===== src/rtl/ex_issue_pkg.sv =====
// Shared processor defines for the execute issue stage: widths, unit/funct3 codes, entry layout.
// No logic; latency and backpressure are defined by the modules that import it.
// Shift operands keep only the low SHAMT_W bits.
package ex_issue_pkg;

    localparam int XLEN    = 32;
    localparam int RA_W    = 5;
    localparam int SHAMT_W = 5;

    typedef enum logic [1:0] {
        UNIT_ALU    = 2'd0,
        UNIT_SHIFT  = 2'd1,
        UNIT_BRANCH = 2'd2,
        UNIT_LSU    = 2'd3
    } unit_e;

    localparam logic [3:0] F3_ADD  = 4'h0;
    localparam logic [3:0] F3_SLL  = 4'h1;
    localparam logic [3:0] F3_SLT  = 4'h2;
    localparam logic [3:0] F3_SLTU = 4'h3;
    localparam logic [3:0] F3_XOR  = 4'h4;
    localparam logic [3:0] F3_SRL  = 4'h5;
    localparam logic [3:0] F3_OR   = 4'h6;
    localparam logic [3:0] F3_AND  = 4'h7;

    typedef struct packed {
        unit_e           unit;
        logic [3:0]      funct3;
        logic            funct7;
        logic [RA_W-1:0] rs1;
        logic            rs1_vld;
        logic [RA_W-1:0] rs2;
        logic            rs2_vld;
        logic [XLEN-1:0] op1;
        logic [XLEN-1:0] op2;
        logic [RA_W-1:0] rd;
    } entry_t;

    function automatic logic [XLEN-1:0] shamt_mask(input logic [XLEN-1:0] v);
        return {{(XLEN-SHAMT_W){1'b0}}, v[SHAMT_W-1:0]};
    endfunction

endpackage


===== src/rtl/ex_issue_fwd.sv =====
// Operand forwarding slice: one tag compare against the writeback bus plus select/mask.
// Purely combinational, zero latency.
// No handshake; caller decides when the result is stored.
module ex_issue_fwd
    import ex_issue_pkg::*;
(
    input  logic [RA_W-1:0] tag,
    input  logic            tag_vld,
    input  logic [XLEN-1:0] cur,
    input  logic            wb_we,
    input  logic [RA_W-1:0] wb_rd,
    input  logic [XLEN-1:0] wb_data,
    input  logic            shift_mask,
    output logic [XLEN-1:0] nxt
);

    logic            hit;
    logic [XLEN-1:0] sel;

    // x0 is hardwired zero, so a write to it must never be forwarded
    assign hit = wb_we && tag_vld && (wb_rd == tag) && (wb_rd != '0);
    assign sel = hit ? wb_data : cur;
    assign nxt = shift_mask ? shamt_mask(sel) : sel;

endmodule


===== src/rtl/ex_issue.sv =====
// Two-entry execute issue buffer with writeback forwarding into captured and buffered operands.
// Latency: push at edge N is presented on ex_* in cycle N+1; one instruction per cycle sustained.
// Backpressure: id_ready_o/ex_valid_o decode only the count flop; head holds while ex_ready_i is low.
module ex_issue
    import ex_issue_pkg::*;
(
    input  logic            clk_i,
    input  logic            rst_n_i,
    input  logic            flush_i,
    input  logic            id_valid_i,
    output logic            id_ready_o,
    input  logic [1:0]      id_unit_i,
    input  logic [3:0]      id_funct3_i,
    input  logic            id_funct7_i,
    input  logic [RA_W-1:0] id_rs1_i,
    input  logic [RA_W-1:0] id_rs2_i,
    input  logic [XLEN-1:0] id_rs1_data_i,
    input  logic [XLEN-1:0] id_rs2_data_i,
    input  logic [XLEN-1:0] id_imm_i,
    input  logic            id_use_imm_i,
    input  logic [RA_W-1:0] id_rd_i,
    input  logic            wb_we_i,
    input  logic [RA_W-1:0] wb_rd_i,
    input  logic [XLEN-1:0] wb_data_i,
    output logic            ex_valid_o,
    input  logic            ex_ready_i,
    output logic [1:0]      ex_unit_o,
    output logic [3:0]      ex_funct3_o,
    output logic            ex_funct7_o,
    output logic [XLEN-1:0] ex_op1_o,
    output logic [XLEN-1:0] ex_op2_o,
    output logic [RA_W-1:0] ex_rd_o
);

    entry_t          ent_q [2];
    logic            head_q;
    logic [1:0]      count_q;

    logic            push;
    logic            pop;
    logic            tail;
    logic            cap_shift;
    logic [XLEN-1:0] cap_op2_raw;
    logic [XLEN-1:0] cap_op1;
    logic [XLEN-1:0] cap_op2;
    entry_t          cap_ent;
    logic [1:0]      occ;
    logic [XLEN-1:0] snp_op1 [2];
    logic [XLEN-1:0] snp_op2 [2];

    assign id_ready_o = (count_q != 2'd2);
    assign ex_valid_o = (count_q != 2'd0);
    assign push       = id_valid_i && id_ready_o;
    assign pop        = ex_valid_o && ex_ready_i;
    // With count 0 the tail is the head slot, with count 1 it is the other slot
    assign tail       = head_q ^ count_q[0];

    assign cap_shift   = (id_unit_i == UNIT_SHIFT);
    assign cap_op2_raw = id_use_imm_i ? id_imm_i : id_rs2_data_i;

    ex_issue_fwd u_cap_op1 (
        .tag        (id_rs1_i),
        .tag_vld    (1'b1),
        .cur        (id_rs1_data_i),
        .wb_we      (wb_we_i),
        .wb_rd      (wb_rd_i),
        .wb_data    (wb_data_i),
        .shift_mask (1'b0),
        .nxt        (cap_op1)
    );

    ex_issue_fwd u_cap_op2 (
        .tag        (id_rs2_i),
        .tag_vld    (!id_use_imm_i),
        .cur        (cap_op2_raw),
        .wb_we      (wb_we_i),
        .wb_rd      (wb_rd_i),
        .wb_data    (wb_data_i),
        .shift_mask (cap_shift),
        .nxt        (cap_op2)
    );

    always_comb begin
        cap_ent         = '0;
        cap_ent.unit    = unit_e'(id_unit_i);
        cap_ent.funct3  = id_funct3_i;
        cap_ent.funct7  = id_funct7_i;
        cap_ent.rs1     = id_rs1_i;
        cap_ent.rs1_vld = 1'b1;
        cap_ent.rs2     = id_rs2_i;
        cap_ent.rs2_vld = !id_use_imm_i;
        cap_ent.op1     = cap_op1;
        cap_ent.op2     = cap_op2;
        cap_ent.rd      = id_rd_i;
    end

    for (genvar i = 0; i < 2; i++) begin : g_snoop
        assign occ[i] = (count_q == 2'd2) || ((count_q == 2'd1) && (head_q == 1'(i)));

        ex_issue_fwd u_snp_op1 (
            .tag        (ent_q[i].rs1),
            .tag_vld    (ent_q[i].rs1_vld && occ[i]),
            .cur        (ent_q[i].op1),
            .wb_we      (wb_we_i),
            .wb_rd      (wb_rd_i),
            .wb_data    (wb_data_i),
            .shift_mask (1'b0),
            .nxt        (snp_op1[i])
        );

        ex_issue_fwd u_snp_op2 (
            .tag        (ent_q[i].rs2),
            .tag_vld    (ent_q[i].rs2_vld && occ[i]),
            .cur        (ent_q[i].op2),
            .wb_we      (wb_we_i),
            .wb_rd      (wb_rd_i),
            .wb_data    (wb_data_i),
            .shift_mask (ent_q[i].unit == UNIT_SHIFT),
            .nxt        (snp_op2[i])
        );
    end

    always_ff @(posedge clk_i or negedge rst_n_i) begin
        if (!rst_n_i) begin
            count_q <= 2'd0;
            head_q  <= 1'b0;
            ent_q   <= '{default: '0};
        end else begin
            for (int i = 0; i < 2; i++) begin
                ent_q[i].op1 <= snp_op1[i];
                ent_q[i].op2 <= snp_op2[i];
            end
            if (flush_i) begin
                count_q <= 2'd0;
                head_q  <= 1'b0;
            end else begin
                // Later write wins over the snoop update for the slot being filled
                if (push) begin
                    ent_q[tail] <= cap_ent;
                end
                if (pop) begin
                    head_q <= ~head_q;
                end
                case ({push, pop})
                    2'b10:   count_q <= count_q + 2'd1;
                    2'b01:   count_q <= count_q - 2'd1;
                    default: count_q <= count_q;
                endcase
            end
        end
    end

    assign ex_unit_o   = ent_q[head_q].unit;
    assign ex_funct3_o = ent_q[head_q].funct3;
    assign ex_funct7_o = ent_q[head_q].funct7;
    assign ex_op1_o    = ent_q[head_q].op1;
    assign ex_op2_o    = ent_q[head_q].op2;
    assign ex_rd_o     = ent_q[head_q].rd;

endmodule


===== config.mk =====
export PLATFORM = sky130hd
export DESIGN_NAME = ex_issue
export DESIGN_NICKNAME = d
export VERILOG_FILES = /design/src/rtl/ex_issue_pkg.sv /design/src/rtl/ex_issue_fwd.sv /design/src/rtl/ex_issue.sv
export SDC_FILE = /design/constraint.sdc
export NUM_CORES = 1
export LEC_CHECK = 0
export CORE_MARGIN = 1.5
export CORE_UTILIZATION = 50
export CTS_CLUSTER_SIZE = 25
export DETAILED_ROUTE_END_ITERATION = 12
export PLACE_DENSITY = 0.81
export SLEW_MARGIN = 15
export SYNTH_ARGS = -nofsm -noshare
export SYNTH_HDL_FRONTEND = slang
export SYNTH_SLANG_ARGS = --single-unit
export TNS_END_PERCENT = 10

===== constraint.sdc =====
create_clock -name clk_i -period 2.96 [get_ports clk_i]
set_clock_uncertainty 0.1 [all_clocks]
set_input_delay 0.888 -clock clk_i [delete_from_list [all_inputs] [get_ports clk_i]]
set_output_delay 0.888 -clock clk_i [all_outputs]
set_load 0.02 [all_outputs]

* Word-level counts from Yosys, hierarchy flattened
Cells that the tools add are included. Widths: inputs -> output; s select.
Cells by class: add/sub/neg operators 2, order comparisons 3, equal/unequal tests 14, mux-type cells 22, bitwise gates (word level) 5, reductions and logical operators 34
Operators by type and width (count):
- $mux 88 | 4
- $mux 32 | 10
- $mux 157 | 2
- $bwmux 176 | 1
- $demux 88 s1 | 1
- $eq 5x5->1 | 6
- $logic_and 1x1->1 | 26
- $eq 2x1->1 const B | 5
- $reduce_bool 5->1 | 1
- $eq 2x2->1 const B | 2
- $ge 2x2->1 const B | 2
- $not 1->2 | 2
- $pmux 2 s2 | 1
- $reduce_bool 2->1 | 2
- $reduce_bool 3->1 | 1
- $add 2x1->2 const B | 1
- $logic_or 1x1->1 | 2
- $lt 2x1->1 const B | 1
- $mux 1 | 2
- $mux 2 | 1
- $ne 2x2->1 const B | 1
- $not 1->1 | 2
- $reduce_and 2->1 | 1
- $sub 2x1->2 const B | 1
- 2 further kinds | 2
Storage, ports and cells: bits in registers 179, input port bits 162, output and inout port bits 78, logic and storage cells 102

* Logic depth before layout (Yosys ltp)
word-level depth 12, mapped depth 11, depth with buffers taken out 7

* Modules after synthesis
A second synthesis with hierarchy kept.
Unflattened totals: cell total of the unflattened synthesis 1154, area total of the unflattened synthesis 12891.1 um^2
Modules (own cells, without submodules):
- ex_issue | times used 1, cells an instance 530, area an instance 8146.6 um^2, seq. area each 4479.3 um^2
- ex_issue_fwd | times used 6, cells an instance 104, area an instance 790.8 um^2, seq. area each 0.0 um^2

* Least setup slack after synthesis
Ideal clock, no wire load.
path kind input -> register, from input port wb_rd_i[1], to register ent_q[39] (netlist name), setup time 123 ps, data arrival time 2612 ps, data required time 2737 ps, path slack 125 ps, stages 7, path buffers 2, cells stage by stage buf_2 -> or4_1 -> o21ai_4 -> nor4_1 -> nand2b_1 -> clkbuf_1 -> o221a_2
On the way: word-level cells in the longest chain between the ends 7, elaborated cells between the ends (all ways) 12, those cells by class eq/ne (2); mux (5); reduce/logical (5)
Ends and longest elaborated chain:
- start: declaration | line ex_issue.sv:23 | input logic [RA_W-1:0] wb_rd_i,
- $eq 5x5->1 | line ex_issue_fwd.sv:21 | assign hit = wb_we && tag_vld && (wb_rd == tag) && (wb_rd != '0);
- $logic_and 1x1->1 (2 in a row) | line ex_issue_fwd.sv:21
- $mux 32 | line ex_issue_fwd.sv:22 | assign sel = hit ? wb_data : cur;
- $bwmux 176 | line ex_issue.sv:139 | ent_q[tail] <= cap_ent;
- $mux 157 | line ex_issue.sv:138 | if (push) begin
- $mux 157 (*) | line ex_issue.sv:133 | if (flush_i) begin
- end signal: indexed assignment | line ex_issue.sv:139
- end: declaration | line ex_issue.sv:35 | entry_t ent_q [2];
Every way passes the cells marked *; elsewhere a longest branch is shown, timed or not. A chain may end at the register's enable or synchronous reset.

* Final worst setup path
from register head_q, to output port ex_op2_o[7]
On the way: word-level cells in the longest chain between the ends 4
Ends and longest elaborated chain:
- start: declaration | line ex_issue.sv:36 | logic head_q;
- start signal: assignment | line ex_issue.sv:142 | head_q <= ~head_q;
- $not 1->2 (implied by the code) | line ex_issue.sv:157 | assign ex_op2_o = ent_q[head_q].op2;
- $mux 88 (3 in a row)
- end: declaration | line ex_issue.sv:31 | output logic [XLEN-1:0] ex_op2_o,
Every way passes these cells. The select of a mux whose other input is x is not followed.

==> results.json <==
{
  "status": "complete, no violations",
  "h-tree-depth": 4,
  "min_period_ps": 2901,
  "grt_max_degree": 66,
  "synth_top_cell_area_share": 0.4709,
  "die_area_um2": 19860,
  "worstMarginPinSlew_ps": 621.5,
  "yosysWarningCount": 0,
  "drtAntennaViolNets": 0,
  "clkSlewWorstSetupHoldPaths_ps": 70,
  "cpPeakStageDelay_ps": 500,
  "clock_power_share": 0.194,
  "power.density_nw_per_um2": 929.9,
  "drt_pass1_iterations": 5,
  "holdBufCountCts": 0,
  "synth_largest_area_cell": "dfrtp_1",
  "clk_path_buf_depth": 2,
  "rows": 50,
  "cts_root_buf": "clkbuf_16",
  "cts_buffers": 17,
  "grt_first_pass_wirelength_um": 46000,
  "worstSetupStartpointType": "flop",
  "crit_type": "reg2out",
  "path_delay_family": "buffers and inverters",
  "vias_per_cell": 5.919,
  "routed_wl_um": 28990,
  "grtUsageTotal": 0.2976,
  "setup_viol": 0,
  "dp_hpwl_um": 19950,
  "maxCapViolCount": 0,
  "cts_tree": "yes",
  "cellLeakagePower_nw": 5.652,
  "ys_ff_latch": 179,
  "drive_above_1_share": 0.2074,
  "maxSlewHeadroom": 0.5856,
  "path_cells": "buf_12 -> mux2_2 -> dlygate4sd2_1",
  "fp.dieW_um": 140.9,
  "syn-num-nets": 1066,
  "ios": 240,
  "area_growth_pct": 39.16,
  "routed-via-count": 8263,
  "hp-class": "in2async",
  "synth_area_leaders": "dfrtp_1, mux2_2, mux2i_1",
  "drtIter0Drc": 818,
  "sw_frac_of_total": 0.3778,
  "ir_drop_mv": 0.6291,
  "ys_types": 36,
  "clock_sinks": 179,
  "cp-end-kind": "primary output",
  "timing.final.ws_setup_ps": 58.60,
  "cp_data_arrival_time_ps": 1910,
  "slew_violations": 0,
  "r2r-start": "head_q",
  "worstSkewPairLatency_ps": 440,
  "syn_avg_cell_area_um2": 10.56,
  "portBuffers": 239,
  "cp_num_buf_inv": 2,
  "initial_core_util": 0.5086,
  "crit_required_ps": 1970,
  "die_y_um": 140.9,
  "combPwrFrac": 0.469,
  "coreArea_um2": 18710,
  "layout.nets": 1314,
  "finalHoldViolCount": 0,
  "nFillCells": 1360,
  "grt_pass1_vias": 8505,
  "grt_overflow_total": 0,
  "p_seq_frac": 0.337,
  "syn_area_um2": 9513,
  "switchingPower_mw": 4.650,
  "crit_slowest_cell": "dfrtp_4",
  "mostFrequentLayoutCell": "dfrtp_1",
  "antenna_found_initial": 0,
  "crit_fanout": 31,
  "layout_common_cells": "dfrtp_1, clkdlybuf4s50_1, nand2_1",
  "ys.flop_type": "dfrtp_1",
  "place_ws_ps": -447.7,
  "fin_util": 0.7077,
  "gp_congestion": 0.8493,
  "fmax_mhz": 344.7,
  "wl_per_cell_um": 20.77,
  "intPower_mw": 7.659,
  "postSynthCellCount": 901,
  "period_share": 0.9802,
  "drc": 0,
  "async_flop_share": 1.000,
  "synth_edf_count": 0,
  "startpoint": "head_q",
  "rsz0062_at_grt": "true",
  "diodes": 0,
  "ys_seq_area_frac": 0.4709
}
repair_timing:
action / in CTS / in global routing
buffers inserted: 1 / 0
endpoints found under the setup margin: 73 / 69
resized for setup: 75 / 3
cells by family (layout without fill, tap and decap cells):
kind of cell	Yosys count	after routing	synth area share
flops	179	179	0.4709
simple gates	214	214	0.1018
xor+xnor	33	33	0.03038
fa+ha+maj	3	3	0.003946
buf+inv	107	368	0.04696
mux	192	192	0.2162
compound gates	173	173	0.1298
sequential cells by signal, summed over array words and instances, names as in the netlist:
name and count:
count_q 2, ent_q 176, head_q 1
per-layer routing:
metal  up-vias  share of wire  global-route usage
li1       3767              -                   -
met2       364           0.48              0.4890
met4         0          0.025              0.1009
met1      4075           0.42              0.3949
met5         -              0                   0
met3        57          0.069             0.06012
power groups by stage:
| stage | Clock [mW] | Sequential, mW | Combinational, mW |
|---|---|---|---|
| final | 2.39 | 4.14 | 5.77 |
| after global routing | 2.53 | 4.28 | 6.20 |
| after CTS | 2.42 | 4.13 | 5.77 |
| after detailed placement | 0 | 4.17 | 6.15 |
| after global placement | 0 | 4.13 | 6.03 |
| after floorplan | 0 | 3.97 | 3.72 |
layout make-up:
class,instances,area [um^2],share of cell area
repair buffers,297,3022,0.2283
multi-input cells,615,4673,0.3530
flip-flops and latches,179,4483,0.3387
clock inverters,14,191.4,0.01446
well taps,234,292.8,0.02212
clock buffers,18,429.2,0.03242
inverters,39,146.4,0.01106
cell usage after synthesis, drive strengths merged (2+ instances only):
master	number
a21oi	33
a221oi	10
and2	2
buf	36
clkbuf	32
dfrtp	179
ha	3
inv	39
mux2	105
mux2i	87
nand2	138
nand2b	5
nand3	2
nand4	5
nor2	9
nor3	13
nor4	4
o21ai	8
o221a	32
o22ai	86
o41ai	2
or3	33
xnor2	29
xor2	4
path summary, 6_finish.rpt:
path                          endpoint  slack [ps]  cells past startpoint
max                        ex_op2_o[7]          60                      3
min                          ent_q[84]         330                      1
max reg2reg                 ent_q[108]         510                      7
min reg2reg                   ent_q[3]         370                      2
max in group asynchronous    ent_q[68]        1680                      2
min in group clk_i            ent_q[3]         370                      2
stage by stage:
step	hold WS [ps]	power, mW	setup TNS (ps)	cell area [um^2]	cells
5_1_grt	367.7	13.01	-206.0	13240	1396
4_1_cts	349.9	12.32	0	13210	1396
3_5_place_dp	359.4	10.32	-42140	12680	1363
6_report	332.7	12.31	0	13240	1396
2_1_floorplan	334.3	7.683	0	9513	901
3_3_place_gp	353.0	10.16	-42060	12680	1363
Note: power is estimated with default switching activity, not from simulation.
